File: src/rtl/i2c_pkg.sv
// Shared definitions for the I2C master clocking blocks.
// Contents: speed codes, FSM state and quarter-phase encodings, and the
// quarter-period lookup qcnt_for() used by the SCL scheduler.
package i2c_pkg;

  localparam logic [1:0] SPD_10K  = 2'd0;
  localparam logic [1:0] SPD_100K = 2'd1;
  localparam logic [1:0] SPD_400K = 2'd2;

  typedef enum logic {
    StIdle,
    StRun
  } state_e;

  // Q0/Q1: SCL driven low, Q2/Q3: SCL released.
  typedef enum logic [1:0] {
    Q0,
    Q1,
    Q2,
    Q3
  } quarter_e;

  // Quarter-period length for a rate code; the reserved code runs at 100 kHz.
  function automatic logic [10:0] qcnt_for(input logic [1:0]  spd,
                                           input int unsigned q10k,
                                           input int unsigned q100k,
                                           input int unsigned q400k);
    logic [10:0] r;
    case (spd)
      SPD_10K:  r = 11'(q10k);
      SPD_400K: r = 11'(q400k);
      default:  r = 11'(q100k);
    endcase
    return r;
  endfunction

endpackage

File: src/rtl/i2c_scl_sched_if.sv
// Bus bundle between the byte/bit engine (master side) and the SCL scheduler
// (slave side).
//   en, speed_sel, scl_in       : into the scheduler
//   scl_oe, tick_*, busy,
//   speed_active, stretching,
//   stretch_timeout             : out of the scheduler
interface i2c_scl_sched_if;
  logic       en;
  logic [1:0] speed_sel;
  logic       scl_in;
  logic       scl_oe;
  logic       tick_low_mid;
  logic       tick_rise;
  logic       tick_high_mid;
  logic       tick_fall;
  logic       busy;
  logic [1:0] speed_active;
  logic       stretching;
  logic       stretch_timeout;

  modport master (
    output en, speed_sel, scl_in,
    input  scl_oe, tick_low_mid, tick_rise, tick_high_mid, tick_fall, busy,
           speed_active, stretching, stretch_timeout
  );

  modport slave (
    input  en, speed_sel, scl_in,
    output scl_oe, tick_low_mid, tick_rise, tick_high_mid, tick_fall, busy,
           speed_active, stretching, stretch_timeout
  );
endinterface

File: src/rtl/i2c_sync2.sv
// Two-flop synchronizer for an asynchronous pad level (SCL now, SDA later).
//   clk, reset : system clock, synchronous active-high reset
//   d_i        : asynchronous input
//   q_o        : synchronized level, two cycles of latency
module i2c_sync2 #(
  parameter logic ResetVal = 1'b1
) (
  input  logic clk,
  input  logic reset,
  input  logic d_i,
  output logic q_o
);

  logic [1:0] sync_q;

  always_ff @(posedge clk) begin
    if (reset) begin
      sync_q <= {2{ResetVal}};
    end else begin
      sync_q <= {sync_q[0], d_i};
    end
  end

  assign q_o = sync_q[1];

endmodule

File: src/rtl/i2c_scl_sched.sv
// SCL clock-train scheduler. Runs SCL through four quarter-phases at the
// latched rate, emits one-cycle phase strobes, and waits in Q2 while a slave
// stretches the clock.
//   clk, reset : system clock, synchronous active-high reset
//   bus        : i2c_scl_sched_if.slave (en/speed_sel/scl_in in; scl_oe,
//                tick_*, busy, speed_active, stretching, stretch_timeout out)
// Build option I2C_SCL_STRETCH_TIMEOUT_EN: abort the train after STRETCH_MAX
// consecutive stretching cycles; without it stretching is unbounded and
// stretch_timeout stays 0.
module i2c_scl_sched
  import i2c_pkg::*;
#(
  parameter int unsigned CLK_FREQUENCY = 50000000,
  parameter int unsigned QCNT_10K      = CLK_FREQUENCY / (4 * 10000),
  parameter int unsigned QCNT_100K     = CLK_FREQUENCY / (4 * 100000),
  parameter int unsigned QCNT_400K     = CLK_FREQUENCY / (4 * 400000),
  parameter int unsigned STRETCH_MAX   = 50000
) (
  input logic            clk,
  input logic            reset,
  i2c_scl_sched_if.slave bus
);

  state_e      state_q;
  quarter_e    quarter_q;
  logic [10:0] cnt_q;
  logic [1:0]  speed_q;
  logic        scl_oe_q, busy_q, stretch_timeout_q;
  logic        tick_lm_q, tick_rise_q, tick_hm_q, tick_fall_q;

  logic        scl_sync;
  logic        stretching;
  logic        cnt_adv;
  logic        cnt_wrap;
  logic        timeout_hit;
  logic [10:0] qcnt;

  i2c_sync2 #(
    .ResetVal(1'b1)
  ) u_scl_sync (
    .clk  (clk),
    .reset(reset),
    .d_i  (bus.scl_in),
    .q_o  (scl_sync)
  );

  assign qcnt       = qcnt_for(speed_q, QCNT_10K, QCNT_100K, QCNT_400K);
  assign cnt_wrap   = (cnt_q == qcnt - 11'd1);
  assign stretching = (state_q == StRun) && (quarter_q == Q2) && !scl_sync;
  // Q2 only progresses once the released line is actually seen high.
  assign cnt_adv    = (quarter_q != Q2) || scl_sync;

`ifdef I2C_SCL_STRETCH_TIMEOUT_EN
  logic [15:0] stretch_cnt_q;

  assign timeout_hit = stretching && (stretch_cnt_q == 16'(STRETCH_MAX - 1));

  always_ff @(posedge clk) begin
    if (reset || !stretching || timeout_hit) begin
      stretch_cnt_q <= '0;
    end else begin
      stretch_cnt_q <= stretch_cnt_q + 16'd1;
    end
  end
`else
  // No limit in this build: the train waits on the slave indefinitely.
  assign timeout_hit = (STRETCH_MAX == 0) && 1'b0;
`endif

  always_ff @(posedge clk) begin
    if (reset) begin
      state_q           <= StIdle;
      quarter_q         <= Q0;
      cnt_q             <= '0;
      speed_q           <= SPD_100K;
      scl_oe_q          <= 1'b0;
      busy_q            <= 1'b0;
      stretch_timeout_q <= 1'b0;
      tick_lm_q         <= 1'b0;
      tick_rise_q       <= 1'b0;
      tick_hm_q         <= 1'b0;
      tick_fall_q       <= 1'b0;
    end else begin
      tick_lm_q         <= 1'b0;
      tick_rise_q       <= 1'b0;
      tick_hm_q         <= 1'b0;
      tick_fall_q       <= 1'b0;
      stretch_timeout_q <= 1'b0;
      unique case (state_q)
        StIdle: begin
          if (bus.en) begin
            state_q   <= StRun;
            speed_q   <= bus.speed_sel;
            quarter_q <= Q0;
            cnt_q     <= '0;
            scl_oe_q  <= 1'b1;
            busy_q    <= 1'b1;
          end
        end
        StRun: begin
          if (timeout_hit) begin
            state_q           <= StIdle;
            quarter_q         <= Q0;
            cnt_q             <= '0;
            scl_oe_q          <= 1'b0;
            busy_q            <= 1'b0;
            stretch_timeout_q <= 1'b1;
          end else if (cnt_adv) begin
            if (cnt_wrap) begin
              cnt_q <= '0;
              unique case (quarter_q)
                Q0: begin
                  quarter_q <= Q1;
                  tick_lm_q <= 1'b1;
                end
                Q1: begin
                  quarter_q   <= Q2;
                  tick_rise_q <= 1'b1;
                  scl_oe_q    <= 1'b0;
                end
                Q2: begin
                  quarter_q <= Q3;
                  tick_hm_q <= 1'b1;
                end
                Q3: begin
                  quarter_q <= Q0;
                  if (bus.en) begin
                    tick_fall_q <= 1'b1;
                    scl_oe_q    <= 1'b1;
                  end else begin
                    // Stop leaves SCL released; no bit boundary is signalled.
                    state_q <= StIdle;
                    busy_q  <= 1'b0;
                  end
                end
              endcase
            end else begin
              cnt_q <= cnt_q + 11'd1;
            end
          end
        end
      endcase
    end
  end

  assign bus.scl_oe          = scl_oe_q;
  assign bus.tick_low_mid    = tick_lm_q;
  assign bus.tick_rise       = tick_rise_q;
  assign bus.tick_high_mid   = tick_hm_q;
  assign bus.tick_fall       = tick_fall_q;
  assign bus.busy            = busy_q;
  assign bus.speed_active    = speed_q;
  assign bus.stretching      = stretching;
  assign bus.stretch_timeout = stretch_timeout_q;

endmodule

File: src/flat_wrapper.sv
// flat-port wrapper written by rule: the top's interface ports become plain ports
module i2c_scl_sched_flat import i2c_pkg::*;
#(
  parameter int unsigned CLK_FREQUENCY = 50000000,
  parameter int unsigned QCNT_10K      = CLK_FREQUENCY / (4 * 10000),
  parameter int unsigned QCNT_100K     = CLK_FREQUENCY / (4 * 100000),
  parameter int unsigned QCNT_400K     = CLK_FREQUENCY / (4 * 400000),
  parameter int unsigned STRETCH_MAX   = 50000
)
  (clk, reset, bus_en, bus_speed_sel, bus_scl_in, bus_scl_oe, bus_tick_low_mid, bus_tick_rise, bus_tick_high_mid, bus_tick_fall, bus_busy, bus_speed_active, bus_stretching, bus_stretch_timeout);
  i2c_scl_sched_if bus_i ();
  input logic clk;
  input logic reset;
  input wire logic [$bits(bus_i.en)-1:0] bus_en;
  input wire logic [$bits(bus_i.speed_sel)-1:0] bus_speed_sel;
  input wire logic [$bits(bus_i.scl_in)-1:0] bus_scl_in;
  output wire logic [$bits(bus_i.scl_oe)-1:0] bus_scl_oe;
  output wire logic [$bits(bus_i.tick_low_mid)-1:0] bus_tick_low_mid;
  output wire logic [$bits(bus_i.tick_rise)-1:0] bus_tick_rise;
  output wire logic [$bits(bus_i.tick_high_mid)-1:0] bus_tick_high_mid;
  output wire logic [$bits(bus_i.tick_fall)-1:0] bus_tick_fall;
  output wire logic [$bits(bus_i.busy)-1:0] bus_busy;
  output wire logic [$bits(bus_i.speed_active)-1:0] bus_speed_active;
  output wire logic [$bits(bus_i.stretching)-1:0] bus_stretching;
  output wire logic [$bits(bus_i.stretch_timeout)-1:0] bus_stretch_timeout;
  assign bus_i.en = bus_en;
  assign bus_i.speed_sel = bus_speed_sel;
  assign bus_i.scl_in = bus_scl_in;
  assign bus_scl_oe = bus_i.scl_oe;
  assign bus_tick_low_mid = bus_i.tick_low_mid;
  assign bus_tick_rise = bus_i.tick_rise;
  assign bus_tick_high_mid = bus_i.tick_high_mid;
  assign bus_tick_fall = bus_i.tick_fall;
  assign bus_busy = bus_i.busy;
  assign bus_speed_active = bus_i.speed_active;
  assign bus_stretching = bus_i.stretching;
  assign bus_stretch_timeout = bus_i.stretch_timeout;
  i2c_scl_sched #(.CLK_FREQUENCY(CLK_FREQUENCY), .QCNT_10K(QCNT_10K), .QCNT_100K(QCNT_100K), .QCNT_400K(QCNT_400K), .STRETCH_MAX(STRETCH_MAX)) u_core (.clk(clk), .reset(reset), .bus(bus_i));
endmodule
File: config.mk
export PLATFORM = sky130hd
export DESIGN_NAME = i2c_scl_sched_flat
export DESIGN_NICKNAME = d
export VERILOG_FILES = /design/src/rtl/i2c_pkg.sv /design/src/rtl/i2c_scl_sched_if.sv /design/src/rtl/i2c_sync2.sv /design/src/rtl/i2c_scl_sched.sv /design/src/flat_wrapper.sv
export SDC_FILE = /design/constraint.sdc
export NUM_CORES = 1
export LEC_CHECK = 0
export ABC_AREA = 1
export CORE_UTILIZATION = 40
export CTS_CLUSTER_SIZE = 14
export DETAILED_ROUTE_END_ITERATION = 12
export GPL_TIMING_DRIVEN = 0
export SKIP_LAST_GASP = 1
export SYNTH_ARGS = -nofsm -noshare
export SYNTH_HDL_FRONTEND = slang
export SYNTH_HIERARCHICAL = 1
export SYNTH_SLANG_ARGS = --single-unit
export TNS_END_PERCENT = 30
File: constraint.sdc
create_clock -name clk -period 2.3 [get_ports clk]
set_input_delay 0.575 -clock clk [delete_from_list [all_inputs] [get_ports clk]]
set_output_delay 0.575 -clock clk [all_outputs]
set_load 0.05 [all_outputs]
==> results.toml <==
[routing]
drt_drc_violations_left = 0
drt-wirelength-per-cell_um = 10.4
number_of_antenna_violating_nets_in_the_routed_design = 0
drt-initial-drc-count = 25
average_via_count_per_standard_cell = 4.81
firstDrtPassIters = 4
routed-via-count = 1015
route.final.wire_length_um = 2200

[clocking]
ctsHoldBuffers = 0
clock-sinks = 24
tritoncts.num_buffers = 3
worstSkewPairLatency_ns = 0.31
cts.path.max_buffers = 2
post_cts_buffers = 0
ctsRootBufferMaster = "clkbuf_4"
ctsHtreeMaxLevel = 1
clk_pin_slew_ns = 0.13
cts_tree = "yes"

[setup_path]
slowest_stage = "dfxtp_1"
endpoint_kind = "output port"
setup.worst_path.start_class = "flip-flop"
worst-path-buf-inv = 4
path_cells = "inv_1, ha_1, inv_1, nor2_2, nand2_1, inv_1, clkbuf_4"
data_required_time_at_the_worst_endpoint_ns = 1.73
crit_path_max_fanout = 5
cp_slowest_stage_delay_ns = 0.38
worst-r2r-cell-count = 10
worst-endpoint-arrival_ns = 1.57
timing.setup.critical_path_class = "flip-flop to output port"
cp.depth = 7
cp_common_cell = "inv_1"
cp_top_family = "buffers and inverters"

[sta]
fin_setup_tns_ns = 0
slew_headroom_pct = 66.6
report.final.slew_viol_count = 0
achievable-frequency_mhz = 467
max_slew.worst_pin.slew_ns = 0.500
crit_share_post_route_pct = 93.1
min_cycle_time_layout_ns = 2.14
timing.final.ws_setup_ns = 0.160
setup_repair_after_global_routing_missed_its_margin = "no"
finalClockSkew_ns = 0.00308
finalSetupViolations = 0
hold_viol = 0

[synth]
netlist_top_cells_count = "nand2_1 (33), nor2_1 (25), dfxtp_1 (24), inv_1 (21), nand3_1 (10)"
synthArstFlopShare_pct = 0
yosysWarnings = 6
synth_ff_type = "dfxtp_1"
syn_inst = 163
synth_most_common_cell = "nand2_1"
netlist-cell-type-count = 29
ys_ff_latch = 24
synth_top_area_cell = "dfxtp_1"
synth.area.top_cells = "dfxtp_1 (40%), nand2_1 (10%), nor2_1 (7.8%)"
proportion_of_synthesized_chip_area_in_sequential_cells_pct = 40.1
mappedNetlistNets = 174
synth_top_cell_area_share_pct = 40.1
synth.avg_cell_area_um2 = 7.35
number_of_synthesized_flops_with_an_enable_pin = 0
syn_area_um2 = 1200

[die]
core_um2 = 2810
width_of_the_die_um = 56.7
num_io_pins = 16
initial_core_util_pct = 42.7
row_count = 19
total_die_area_um2 = 3220
die_height_um = 56.7

[placement]
placed_cells_incl_taps = 208
numPortBuffers = 14
place.detailed.hpwl_um = 1690
place_congestion = 0.842
dpl_worst_slack_ns = -0.156

[global_routing]
first_global_vias = 917
grtUsageTotal_pct = 15.7
initial_antenna_violation_count = 0
overflow = 0
pin_count_of_the_biggest_net_entering_global_routing = 13
grt_pass1_wl_um = 3980

[final_layout]
insertedDiodeCount = 0
fraction_of_final_layout_cells_with_drive_strength_greater_than_1_pct = 10.0
final_core_util_pct = 49.9
area_delta_synth_final_pct = 16.8
final_cells = 211
num-fill-cells = 296
finalNetCount = 193

[worst_hold_path]
worst_hold_path.num_cells = 2
holdCritPathClass = "flip-flop to flip-flop"

[pwr]
design_power_total_mw = 0.782
power_density_nw_per_um2 = 559
ir_drop_uv = 366
static_power_due_to_leakage_nw = 0.573

[flow_run]
max_cap_viol_count = 0

[outcome]
result_of_the_run = "completed"
area by class of cell:
type / instances / area [µm²] / area share (%)
inverter: 25 / 96.3 / 6.89
clock buffer: 3 / 22.5 / 1.61
timing repair buffer: 14 / 138 / 9.84
multi-input combinational: 111 / 597 / 42.7
buffer: 3 / 26.3 / 1.88
sequential: 24 / 480 / 34.3
tap: 31 / 38.8 / 2.77
state kept, by name (all words and copies together), names as in the netlist:
name                      flops
u_core/u_scl_sync/sync_q      2
u_core/bus.busy               1
u_core/bus.tick_fall          1
u_core/bus.scl_oe             1
u_core/bus.tick_rise          1
u_core/state_q                1
u_core/bus.tick_low_mid       1
u_core/bus.tick_high_mid      1
u_core/bus.speed_active       2
u_core/cnt_q                 11
u_core/quarter_q              2
cell usage in the layout, fill, tap and decap left out, types with 3 or more instances in the layout:
cell type / n
ha_1: 5
inv_2: 3
a21oi_1: 8
dfxtp_1: 24
nor2_1: 24
nand3_1: 10
inv_1: 21
nand2_1: 33
o21ai_0: 3
clkbuf_4: 4
xor2_1: 6
clkdlybuf4s50_1: 13
nor2_2: 3
path summary, 6_finish.rpt:
path	from	endpoint	slack [ns]
hold / removal	u_core/u_scl_sync/sync_q[0]	u_core/u_scl_sync/sync_q[1]	0.43
hold reg to reg	u_core/u_scl_sync/sync_q[0]	u_core/u_scl_sync/sync_q[1]	0.43
setup reg to reg	u_core/quarter_q[0]	u_core/cnt_q[6]	0.51
setup / recovery	u_core/quarter_q[0]	bus_stretching	0.16
report_power, final:
part	internal [mW]	leakage [nW]	switching, mW
logic	0.0526	0.363	0.0962
clock network	0.0612	0.0138	0.120
registers	0.433	0.196	0.0184
tightest hold or removal path, stage by stage (launching register included):
cell and delay [ns]:
dfxtp_1 0.32, inv_1 0.04, nand2_1 0.04
metal layers:
layer  up-vias  wire, µm  track usage [%]
met5         -         0                0
met4         0        13             6.43
met3         2        70             2.07
met2        15       907             23.0
met1       456      1210             23.0
li1        542         -                -
stage by stage:
stage | instance area [µm²] | hold WS (ns)
after global placement | 1380 | 0.395
after floorplan | 1200 | 0.387
after CTS | 1400 | 0.432
final | 1400 | 0.429
after detailed placement | 1380 | 0.408
after global routing | 1400 | 0.454
cells by family after synthesis:
kind of cell	synth area share, %
fa+ha+maj	5.22
other cells	0.313
buf+inv	10.2
flops	40.1
xor+xnor	5.12
compound gates	7.73
simple gates	31.2
repair_timing:
action,CTS,global route
pin swaps,0,0
gates resized for setup,5,2
endpoints found under the setup margin,1,1
Note: power is estimated with default switching activity, not from simulation.
